**config.mk**
```make
export PLATFORM = sky130hd
export DESIGN_NAME = exu_disp
export DESIGN_NICKNAME = d
export VERILOG_FILES = /design/src/rtl/cirno9_define.sv /design/src/rtl/exu_fu_mux.sv /design/src/rtl/exu_disp.sv
export SDC_FILE = /design/constraint.sdc
export NUM_CORES = 1
export LEC_CHECK = 0
export CAP_MARGIN = 30
export CELL_PAD_IN_SITES_DETAIL_PLACEMENT = 0
export CELL_PAD_IN_SITES_GLOBAL_PLACEMENT = 1
export CORE_ASPECT_RATIO = 0.5
export CORE_MARGIN = 2
export CORE_UTILIZATION = 27
export DETAILED_ROUTE_END_ITERATION = 12
export GPL_TIMING_DRIVEN = 0
export PLACE_DENSITY_LB_ADDON = 0.1
export SYNTH_ARGS = -nofsm -noshare
export SYNTH_HDL_FRONTEND = slang
export SYNTH_SLANG_ARGS = --single-unit
```
**constraint.sdc**
```tcl
create_clock -name clk -period 2.58 [get_ports clk]
set_input_delay 0.516 -clock clk [delete_from_list [all_inputs] [get_ports clk]]
set_output_delay 0.516 -clock clk [all_outputs]
set_load 0.01 [all_outputs]
```
**src/rtl/cirno9_define.sv**
```systemverilog
// Shared definitions for the cirno9 execution dispatch block.
// Holds the dispatch FSM state encodings.
// CIRNO_EXU_TMO_EN (BUSY watchdog) is left undefined by default.
// Define it on the command line to build the watchdog in.
package cirno9_define;

  // Dispatch FSM states
  typedef enum logic [1:0] {
    ST_IDLE = 2'd0,
    ST_BUSY = 2'd1,
    ST_WB   = 2'd2
  } exu_st_e;

`ifndef CIRNO_EXU_TMO_EN
  // Default build: watchdog disabled, BUSY waits on the FU indefinitely.
  localparam bit EXU_TMO_DEFAULT = 1'b0;
`else
  localparam bit EXU_TMO_DEFAULT = 1'b1;
`endif

endpackage

```
**src/rtl/exu_fu_mux.sv**
```systemverilog
// One-hot legality check plus AND-OR result select across NUM_FU channels.
// Purely combinational.
module exu_fu_mux #(
  parameter int NUM_FU = 4,
  parameter int XLEN   = 32
) (
  input  logic [NUM_FU-1:0]      sel_i,
  input  logic [NUM_FU-1:0]      rdy_i,
  input  logic [NUM_FU*XLEN-1:0] res_i,
  output logic                   legal_o,
  output logic                   hit_o,
  output logic [XLEN-1:0]        res_o
);

  logic [NUM_FU-1:0][XLEN-1:0] res_msk;

  // Each lane gates its own result with its select bit
  for (genvar k = 0; k < NUM_FU; k++) begin : g_lane
    assign res_msk[k] = res_i[k*XLEN +: XLEN] & {XLEN{sel_i[k]}};
  end

  // Exactly one bit set: nonzero and clearing the lowest set bit leaves zero
  assign legal_o = (sel_i != '0) && ((sel_i & (sel_i - 1'b1)) == '0);

  // Only the selected FU's ready counts
  assign hit_o = |(sel_i & rdy_i);

  // OR-reduce the masked lanes
  always_comb begin
    res_o = '0;
    for (int k = 0; k < NUM_FU; k++) res_o = res_o | res_msk[k];
  end

endmodule

```
**src/rtl/exu_disp.sv**
```systemverilog
// Execution dispatch: issues one instruction at a time to a one-hot selected
// functional unit, waits for completion, then holds the result in WB until
// the writeback handshake. WB overlaps with the next accept (no bubble).
// Optional BUSY watchdog under CIRNO_EXU_TMO_EN.
module exu_disp
  import cirno9_define::*;
#(
  parameter int NUM_FU = 4,
  parameter int XLEN   = 32,
  parameter int TMO_W  = 8
) (
  input  logic                   clk,
  input  logic                   rst,
  input  logic                   i_val,
  output logic                   o_rdy,
  input  logic [NUM_FU-1:0]      i_sele,
  input  logic [XLEN-1:0]        i_pc,
  output logic [NUM_FU-1:0]      o_fu_val,
  input  logic [NUM_FU-1:0]      i_fu_rdy,
  input  logic [NUM_FU*XLEN-1:0] i_fu_res,
  output logic                   o_wb_val,
  input  logic                   i_wb_rdy,
  output logic [XLEN-1:0]        o_wb_res,
  output logic [XLEN-1:0]        o_wb_pc,
  output logic                   o_wb_ilg,
  output logic                   o_wb_tmo,
  output logic [31:0]            o_retire_cnt
);

  exu_st_e           state_q;
  logic [NUM_FU-1:0] sel_q, fu_val_q, mux_sel;
  logic [XLEN-1:0]   res_q, pc_q, mux_res;
  logic              ilg_q, mux_legal, mux_hit;
  logic              busy, acc, wb_hs, hit, tmo_fire;
  logic [31:0]       cnt_q;

  assign busy     = (state_q == ST_BUSY);
  assign o_wb_val = (state_q == ST_WB);
  assign o_rdy    = (state_q == ST_IDLE) || (o_wb_val && i_wb_rdy);
  assign acc      = i_val && o_rdy;
  assign wb_hs    = o_wb_val && i_wb_rdy;
  assign hit      = busy && mux_hit;

  // Accepts never happen in BUSY, so one mux serves both the legality check
  // of the incoming select and the result pick of the latched one.
  assign mux_sel = busy ? sel_q : i_sele;

  exu_fu_mux #(.NUM_FU(NUM_FU), .XLEN(XLEN)) u_mux (
    .sel_i   (mux_sel),
    .rdy_i   (i_fu_rdy),
    .res_i   (i_fu_res),
    .legal_o (mux_legal),
    .hit_o   (mux_hit),
    .res_o   (mux_res)
  );

`ifdef CIRNO_EXU_TMO_EN
  localparam logic [TMO_W-1:0] WDT_LAST = {TMO_W{1'b1}} - 1'b1;
  logic [TMO_W-1:0] wdt_q, wdt_d;
  logic             tmo_q;

  // Fires on the BUSY cycle where the count would reach all-ones; ready wins.
  assign tmo_fire = busy && !mux_hit && (wdt_q == WDT_LAST);
  assign wdt_d    = acc ? '0 : (busy ? wdt_q + 1'b1 : wdt_q);
  assign o_wb_tmo = tmo_q;

  // Watchdog counter and its sticky flag for the WB record
  always_ff @(posedge clk) begin
    if (rst) begin
      wdt_q <= '0;
      tmo_q <= 1'b0;
    end else begin
      wdt_q <= wdt_d;
      if (acc)           tmo_q <= 1'b0;
      else if (tmo_fire) tmo_q <= 1'b1;
    end
  end
`else
  // Watchdog compiled out; TMO_W only sizes it when present.
  if (TMO_W >= 1) begin : g_no_wdt
    assign tmo_fire = 1'b0;
    assign o_wb_tmo = 1'b0;
  end
`endif

  // Dispatch FSM with registered FU request and WB record
  always_ff @(posedge clk) begin
    if (rst) begin
      state_q  <= ST_IDLE;
      sel_q    <= '0;
      fu_val_q <= '0;
      res_q    <= '0;
      pc_q     <= '0;
      ilg_q    <= 1'b0;
    end else begin
      case (state_q)
        ST_BUSY: begin
          if (hit) begin
            res_q    <= mux_res;
            fu_val_q <= '0;
            state_q  <= ST_WB;
          end else if (tmo_fire) begin
            res_q    <= '0;
            fu_val_q <= '0;
            state_q  <= ST_WB;
          end
        end
        default: begin
          if (acc) begin
            sel_q <= i_sele;
            pc_q  <= i_pc;
            res_q <= '0;
            ilg_q <= !mux_legal;
            if (mux_legal) begin
              fu_val_q <= i_sele;
              state_q  <= ST_BUSY;
            end else begin
              state_q  <= ST_WB;
            end
          end else if (wb_hs) begin
            state_q <= ST_IDLE;
          end
        end
      endcase
    end
  end

  // Retire counter: clean completions only, wraps naturally
  always_ff @(posedge clk) begin
    if (rst)                                cnt_q <= '0;
    else if (wb_hs && !ilg_q && !o_wb_tmo) cnt_q <= cnt_q + 32'd1;
  end

  assign o_fu_val     = fu_val_q;
  assign o_wb_res     = res_q;
  assign o_wb_pc      = pc_q;
  assign o_wb_ilg     = ilg_q;
  assign o_retire_cnt = cnt_q;

endmodule

```
Yosys cells after proc, flatten, opt, wreduce, memory -nomap -nowiden
Cells that the tools add are included.

storage, ports and cells
  input bits = 172
  register bits after elaboration = 107

operators by class
  eq/ne operators = 3
  reduce and logical (&&, ||, !) cells = 19
  add/sub/neg operators = 2
  muxes and demuxes = 13
  bitwise operators = 10

operator list
  operator                                          count
  AND 32 bit                                        4
  2-to-1 mux 32 bit                                 3
  OR 32 bit                                         3
  adder 32 x 1 -> 32 bit, second input constant     1
  2-to-1 mux 4 bit                                  5
  2-to-1 mux 2 bit                                  5
  AND 4 bit                                         2
  AND reduction 2 bit                               3
  logical AND 1 bit                                 5
  zero test 4 bit                                   1
  nonzero test 2 bit                                2
  nonzero test 4 bit                                1
  OR reduction 4 bit                                1
  subtractor 4 x 1 -> 4 bit, second input constant  1
  AND reduction 3 bit                               1
  nonzero test 3 bit                                1
  == test 2 x 1 -> 1 bit, second input constant     1
  == test 2 bit, second input constant              1
  zero test 1 bit                                   2
  zero test 2 bit                                   1
  != test 2 x 1 -> 1 bit, second input constant     1
  logical OR 1 bit                                  1
  inverter 1 bit                                    1

Longest topological paths before layout
Gate-level depths: netlist of run 1.

  depth after elaboration = 9
  gate-level depth with buffers = 7
  depth with buffers taken out = 5

Modules after synthesis
Synthesis of run 1 repeated with hierarchy kept, for this count alone.

unflattened totals
  cell total of the unflattened synthesis = 640
  area, all modules = 4941.0 um2

modules (own cells, without submodules)
  module      area an instance (um2)  cells each  times used
  exu_disp    4207.8                  521         1
  exu_fu_mux  733.2                   119         1

Worst setup path before layout of run 1
No wires, ideal clock.

  path kind = register -> register
  start = register cnt_q[10], in the netlist o_retire_cnt[10]
  end = register cnt_q[31], in the netlist o_retire_cnt[31]
  setup slack = 0.605 ns
  buffers on the path = 1
  library setup time = 0.121 ns
  arrival = 1.854 ns
  stages on the path, launching flop included = 7
  cells stage by stage = dfxtp_1 -> and4_1 -> buf_2 -> nand4_1 -> or4_1 -> nor3_1 -> mux2_2

on the way
  word-level cells in the longest chain between the ends = 1

RTL lines
  what                    line             RTL
  start, declared         exu_disp.sv:35   logic [31:0] cnt_q;
  start signal, assigned  exu_disp.sv:131  else if (wb_hs && !ilg_q && !o_wb_tmo) cnt_q <= cnt_q + 32'd1;
  adder 32 x 1 -> 32 bit  exu_disp.sv:131

No other way between the ends.
A chain may end at the register's enable or synchronous reset.

Final worst setup path of run 1
  start = input i_wb_rdy
  end = register cnt_q[27], in the netlist o_retire_cnt[27]

on the way
  word-level cells in the longest chain between the ends = 2

RTL lines
  what               line             RTL
  start, declared    exu_disp.sv:22   input logic i_wb_rdy,
  logical AND 1 bit  exu_disp.sv:41   assign wb_hs = o_wb_val && i_wb_rdy;
  logical AND 1 bit  exu_disp.sv:131

No other way between the ends.

==> impl_summary.md, run 1 <==
Floorplan
The die is approximately 100 µm tall. The die covers 0.0201 mm². The area of the core is 0.0185 mm². The top-level I/O count is between 200 and 300. The number of rows in the core area is 35. The initial standard-cell utilization of the core is 27.7%. From left edge to right edge, the die measures 199 µm.

Logic synthesis
Synthesis produced a netlist whose cell count is ~620. After synthesis, flip-flops and latches occupy 41.9% of the total area. The most common flop cell mapped by yosys is sky130_fd_sc_hd__dfxtp_1.

The number of enable flip-flop cells after synthesis is 0. Counting flops and latches in the post-synthesis netlist gives 107. The average cell area after synthesis is 8.23 µm². The share of flip-flops with an asynchronous set or reset after synthesis is 0%. The net count after synthesis is 794. The combined area of all synthesized cells is 0.00511 mm².

Yosys printed 0 warnings. The synthesized netlist contains 49 unique library cells.

Critical path
The most critical setup path has its startpoint at i_wb_rdy. Traced cell by cell, the critical path runs through clkdlybuf4s50_1 > and4b_1 > nand4_1 > clkbuf_1 > nor3_4 > or4b_1 > a21oi_1. Together, buffers and inverters on the worst path number 2. The worst setup path category is in2reg.

The largest stage delay on the critical path is around 0.55 ns. The reg-to-reg startpoint is state_q[1]. Broken down by cell family, the worst path's largest delay share belongs to simple AND/OR/NAND/NOR gates. The required time of the critical path is about 2.9 ns. The endpoint arrival time on the critical path is 2.71 ns. The critical path's slowest cell is sky130_fd_sc_hd__clkdlybuf4s50_1.

The category of the worst setup path launch point is a primary input. STA classifies the critical path endpoint as a flop. The maximum fanout along the worst path is 10.

Drt
The top layer used by detailed routing is met4. The number of optimization iterations in the first detailed-route pass is 5. The final wirelength is 18.8 mm. For this block, wires on met1 add up to 8.74 mm. The met2 wire length is 8.95 mm. After detailed routing, the met3 layer carries 1.03 mm of wire. The detailed router finished its first iteration with 219 violations.

The detail route stage leaves a number of antenna-violating nets equal to 0. The total number of vias is 5,501. For this run, design rule violations remaining after detail routing come to 0. Dividing the detail-routed wire length by the instance count gives 16.1 µm. In the routed layout, each cell is associated on average with a via count of 4.70.

Clock network
CTS placed an instance of sky130_fd_sc_hd__clkbuf_16 at the clock tree root. The number of buffers on the longest clock path is 2. The worst-skew pair later-pin latency is 0.35 ns. The CTS buffer count is 9. The total number of H-tree levels is 3.

The tree built by TritonCTS fans out to ~110 sinks. After clock tree synthesis, the clock-pin slew on the worst setup and hold paths is ~0.070 ns. The clock tree from TritonCTS is yes.

STA
The final hold slack is 0.454 ns. Of the available clock period, the critical path in the final layout requires 94.3%. The worst pin sits at a relative slew slack of between 50% and 60%.

The final number of setup-violating endpoints is 0. The worst-margin pin slew is 0.665 ns. The number of failing hold endpoints at the final stage is 0. The final worst clock skew is between 0.007 and 0.008 ns. The max-slew violation count is 0. The clock period minus final worst setup slack is 2.43 ns.

The maximum operating frequency is 0.411 GHz.

Placed design
During placement, the flow inserted port buffers numbering about 270. Detailed placement ended at an HPWL of between 10 and 15 mm. The final weighted congestion in routability-driven placement is 0.799.

Global routing
The via count of the first global-routing pass is 5,392. The number of antenna violations at the first check in global routing is 0. Entering global routing, the biggest net connects 17 pins. The global-route wire length before repair is just under 30 mm. Global routing used 18.8% of the available tracks across all layers. The global route total overflow is 0.

Layout
The final net count is 1,079. From synthesis to final layout, the design area changed by 65.9%. The antenna cell count is 0. Leaving out fill and tap cells, the most frequent cell in the layout is sky130_fd_sc_hd__clkdlybuf4s50_1. In the final layout, the share of cells above drive strength 1 is 4.06%. Leaving out fill and tap cells, the most frequent cells in the layout are sky130_fd_sc_hd__clkdlybuf4s50_1 (274), sky130_fd_sc_hd__dfxtp_1 (107), sky130_fd_sc_hd__nand2_1 (91). At the end of the flow the core is filled with cells to between 40% and 50%.

Run
The max capacitance violation total is 0.

Run status
The flow ran to the end, and the final reports show no timing, DRC or antenna violations.

Power and ir drop
The leakage power summed over all cells is 2.96 nW. The power density normalized to cell area is 474 mW/mm². The worst ir drop on vdd is 0.000298 V.

Hold path
The startpoint of the tightest hold check path is o_wb_pc[24]. The class of the worst hold path is reg2reg.
## layer usage
layer / global-route usage [%] / vias up
li1: - / 2805
met1: 24.1 / 2557
met2: 31.7 / 131
met3: 5.39 / 8
met4: 3.62 / 0
met5: 0 / -
## final timing paths
kind / to / slack (ns) / cells after the start
max: o_retire_cnt[27] / 0.15 / 7
min: o_wb_pc[24] / 0.45 / 2
max reg2reg: o_wb_res[12] / 0.31 / 7
min reg2reg: o_wb_pc[24] / 0.45 / 2
## stage by stage
step	setup slack (ns)	area (µm²)	TNS, ns	total power, mW	instances
global placement	-0.231	8180	-9.22	2.65	1154
detailed placement	-0.230	8180	-8.11	2.66	1154
floorplan	0.605	5110	0	2.15	621
finish	0.148	8480	0	4.02	1170
global route	-0.000319	8480	-0.000319	4.22	1170
CTS	0.135	8470	0	4.08	1170
## tightest hold or removal path: cells and delay by family, from the launching register on
family,cells,cell delay (ns)
flip-flops,1,0.31
AND/OR/NAND/NOR,1,0.05
AO/OA/AOI/OAI,1,0.05
## cell families after synthesis
group                      after synthesis  synth area share, %
AOI/OAI and AO/OA                      194                 25.2
and+or+nand+nor                        220                 20.2
buffers and inverters                   61                 5.48
xor gates and xnor gates                27                 4.63
other                                    1               0.0734
DFF                                    107                 41.9
muxes                                   10                 2.18
adders and majority gates                1                0.245
## registers in the layout, summed over array words and instances, names as in the netlist
name	count
o_retire_cnt	32
o_fu_val	4
o_wb_pc	32
o_wb_ilg	1
state_q	2
o_wb_res	32
sel_q	4
## area by class of cell
cell class / instances / area (µm²)
buffer: 48 / 231
clock buffer: 11 / 243
clock inverter: 5 / 52.6
fill: 1887 / 10000
inverter: 13 / 48.8
multi-input combinational: 453 / 2700
sequential: 107 / 2140
tap: 259 / 324
timing repair buffer: 274 / 2740
## what timing repair did
item / CTS / global route
hold buffers: 0 / 0
gates resized for setup: 0 / 2
setup buffers: 0 / 0
endpoints found under the setup margin: 0 / 2
## power breakdown
| group | internal [mW] | leakage (nW) | switching, mW | total, mW |
|---|---|---|---|---|
| combinational | 0.487 | 1.95 | 0.365 | 0.852 |
| sequential | 1.71 | 0.869 | 0.0421 | 1.75 |
| clock | 0.776 | 0.145 | 0.633 | 1.41 |
## Yosys cell counts, types with 2 or more instances
library cell / number / share of area (%)
sky130_fd_sc_hd__buf_4: 5 / 0.73
sky130_fd_sc_hd__and4_1: 4 / 0.69
sky130_fd_sc_hd__nand2_1: 91 / 6.7
sky130_fd_sc_hd__nand4_1: 10 / 1.2
sky130_fd_sc_hd__mux2_2: 6 / 1.3
sky130_fd_sc_hd__nor2_1: 33 / 2.4
sky130_fd_sc_hd__mux2i_1: 3 / 0.59
sky130_fd_sc_hd__buf_2: 2 / 0.20
sky130_fd_sc_hd__o21ai_1: 13 / 1.3
sky130_fd_sc_hd__and2b_1: 2 / 0.29
sky130_fd_sc_hd__xnor2_1: 19 / 3.3
sky130_fd_sc_hd__clkbuf_1: 37 / 2.7
sky130_fd_sc_hd__xor2_1: 8 / 1.4
sky130_fd_sc_hd__a21oi_1: 78 / 7.6
sky130_fd_sc_hd__a32o_1: 3 / 0.59
sky130_fd_sc_hd__nor4_1: 12 / 1.5
sky130_fd_sc_hd__inv_1: 13 / 0.95
sky130_fd_sc_hd__dfxtp_1: 107 / 42
sky130_fd_sc_hd__o31ai_1: 2 / 0.29
sky130_fd_sc_hd__or3_1: 3 / 0.37
sky130_fd_sc_hd__nor3_1: 11 / 1.1
sky130_fd_sc_hd__a22o_1: 64 / 11
sky130_fd_sc_hd__buf_6: 4 / 0.88
sky130_fd_sc_hd__nand3_1: 43 / 4.2
sky130_fd_sc_hd__o21ai_0: 24 / 2.4
Power figures use the tool's default switching activity.
==> inputs of run 2 (changes only) <==
CTS_CLUSTER_SIZE = 24   (was unset)
==> results of run 2 <==
No change in the layout: final DEF, timing and power equal those of run 1.
==> inputs of run 3 (changes only) <==
PLACE_DENSITY = 0.89   (was unset)
PLACE_DENSITY_LB_ADDON = unset   (was 0.1)
SLEW_MARGIN = 25   (was unset)
==> impl_summary.md, run 3 (synthesis results as in run 1) <==
Global routing
After global routing the overflow that remains totals 0. The number of antenna violations at the first check in global routing came to 0. In the global route stage, overall resource usage came out at 18.5%.

The via count of the first global-routing pass is 5,571. The largest net degree at the start of global routing is 20. The global-route wire length before repair is 29.1 mm.

Floorplan
The width of the chip is 199 µm. The initialized floorplan defines 35 standard-cell rows. The floorplan step defined a die boundary enclosing 0.0201 mm².

The initial utilization of the core area, before any placement, comes to 27.7%. The area of the core is 0.0185 mm². around 280 I/O pins were placed. The die is 101 µm tall.

Drt
In the routed design, unresolved DRC markers number 0. The remaining antenna violation count after routing is 0. Using the TritonRoute via totals, the vias-per-cell ratio works out to 4.86. For this run, the detailed router's first-pass iteration total came to 6.

After the first detailed-routing iteration, the DRC count stood at 209. The average wire length per cell after detail routing is 16.2 µm. The total number of vias is 5,685. The routed design has 18.9 mm of wire.

Critical path
The worst setup path category is in2reg. The maximum fanout along the worst path is 10. Data arrives at the worst endpoint at 2.65 ns.

The worst setup path is launched from a primary input. STA classifies the critical path endpoint as a flop. The startpoint identified for the worst register-to-register timing path is state_q[1].

Tracing the worst setup path back leads to its startpoint at i_wb_rdy. Data on the critical path is required at its endpoint by 2.85 ns.

Layout
Excluding fillers, the count of instances in the completed layout stands at 1,170. In the layout the commonest cells are sky130_fd_sc_hd__clkdlybuf4s50_1 (274), sky130_fd_sc_hd__dfxtp_1 (107), sky130_fd_sc_hd__nand2_1 (91). The final core utilization is 46.0%. Summing all multi-input logic gate instances after layout gives roughly 0.0027 mm². The sequential cells in the finished layout cover a total of 0.00214 mm². After filler insertion, the fill cell instance count of the layout stands at 1,867. From synthesis to final layout, the design area changed by 66.2%. In the final layout, the share of cells above drive strength 1 is 4.17%. The most common library cell in the layout ignoring fill and taps is sky130_fd_sc_hd__clkdlybuf4s50_1. The final net count is 1,079.

The number of antenna diodes in the final layout is 0.

STA
The minimum setup slack in the final design is 0.197 ns. Setup violations remaining at the end of the flow were counted as 0. The share of the cycle needed by the critical path after routing is 92.4%. At the pin with the least slew margin, the transition time is 0.716 ns.

Setup repair after global routing left no endpoint under its margin. The relative slew slack is between 50% and 60%. The clock period minus final worst setup slack is 2.38 ns. The max-slew violation count is 0. The maximum operating frequency is ~0.42 GHz. The number of failing hold endpoints at the final stage is 0. On the final layout, the worst clock skew is around 0.0079 ns. Final hold analysis gives a worst-case slack of 0.454 ns.

Run
The tool flagged a number of max-cap violations equal to 0.

Placed design
The worst slack after detailed placement is -0.231 ns. Input and output buffers added on the ports amount to 274. The wire-length estimate of the detail-placed layout is 14.9 mm. The number of cells after detailed placement is roughly 1,200. The final weighted congestion in routability-driven placement is 0.845.

Power and ir drop
The logic gate share of total power is 21.2%. Cell internal power was estimated by the tool at 2.97 mW. The switching component of the power is about 1.1 mW. In this run the static leakage power is 2.96 nW. The register share of total power is a little over two fifths. IR analysis of the VDD net gives a maximum drop of 0.000354 V. The share of power burned in the clock network is 35.5%. For this design the ratio of total power to cell area is 478 mW/mm². Net switching is 26.7% of the power.

Clock network
Buffers inserted to repair hold after CTS numbered 0. In this run, CTS created clock tree buffers numbering 9. The clock net sink count is 107. The cell sitting at the root of the clock tree is a sky130_fd_sc_hd__clkbuf_16.

After clock tree synthesis, the clock-pin slew on the worst setup and hold paths is approximately 0.07 ns. The total number of H-tree levels is 3. The clock passes through at most 2 buffers. The clock tree from TritonCTS is yes.

The worst-skew pair later-pin latency is 0.35 ns.

Hold path
The startpoint of the tightest hold check path is o_wb_pc[23]. The tightest min-delay check is of the reg2reg type.

Run status
The flow ran to the end, and the final reports show no timing, DRC or antenna violations.
## run 3: cell types whose count changed in the layout (fill, tap and decap cells not counted)
cell                       previous run  this run
sky130_fd_sc_hd__clkinv_2             3         0
sky130_fd_sc_hd__clkinv_4             0         3
sky130_fd_sc_hd__inv_8                0         2
sky130_fd_sc_hd__buf_1                1         0
sky130_fd_sc_hd__clkbuf_8             1         0
## run 3: final cells by class
class                   count  share of cell area (%)
multi-input cells         453                    31.7
clock inverters             7                    1.02
clock buffers               9                    2.65
flip-flops and latches    107                    25.2
well taps                 259                    3.81
plain buffers              48                    2.72
repair buffers            274                    32.3
inverters                  13                   0.574
## run 3: worst paths after layout
path | slack [ns] | cells after the start | to
worst max-delay path | 0.20 | 7 | o_retire_cnt[27]
worst max register to register | 0.26 | 7 | o_wb_res[9]
worst min register to register | 0.45 | 2 | o_wb_pc[23]
worst min-delay path | 0.45 | 2 | o_wb_pc[23]
## run 3: metal layers
metal  track usage, %  vias up  share of wire (%)  wire length [µm]
met5                0        -                  0                 0
met4             5.22        0                1.6               308
met3             4.56       26                5.4              1030
met2             34.2      142                 52              9740
met1             21.6     2716                 41              7820
li1                 -     2801                  -                 -
## run 3: worst max-delay path: stages
cell and delay, ns:
sky130_fd_sc_hd__clkdlybuf4s50_1 0.53, sky130_fd_sc_hd__and4b_1 0.32, sky130_fd_sc_hd__nand4_1 0.14, sky130_fd_sc_hd__clkbuf_1 0.27
sky130_fd_sc_hd__nor3_4 0.25, sky130_fd_sc_hd__or4b_1 0.46, sky130_fd_sc_hd__a21oi_1 0.16
## run 3: repair_timing
item,CTS,global route
setup endpoints to repair,0,1
resized for setup,0,1
buffers inserted,0,0
## run 3: metrics by stage
step | instance area [µm²] | setup TNS, ns | power (mW)
6_report | 8500 | 0 | 4.06
5_1_grt | 8500 | 0 | 4.25
4_1_cts | 8490 | 0 | 4.11
3_5_place_dp | 8180 | -6.43 | 2.66
3_3_place_gp | 8180 | -4.01 | 2.64
2_1_floorplan | 5110 | 0 | 2.15
## run 3: power by group through the flow
stage / Clock [mW] / Sequential (mW) / Combinational (mW)
finish: 1.44 / 1.75 / 0.862
global route: 1.56 / 1.76 / 0.934
CTS: 1.49 / 1.75 / 0.868
detailed placement: 0 / 1.79 / 0.865
global placement: 0 / 1.79 / 0.851
floorplan: 0 / 1.81 / 0.340
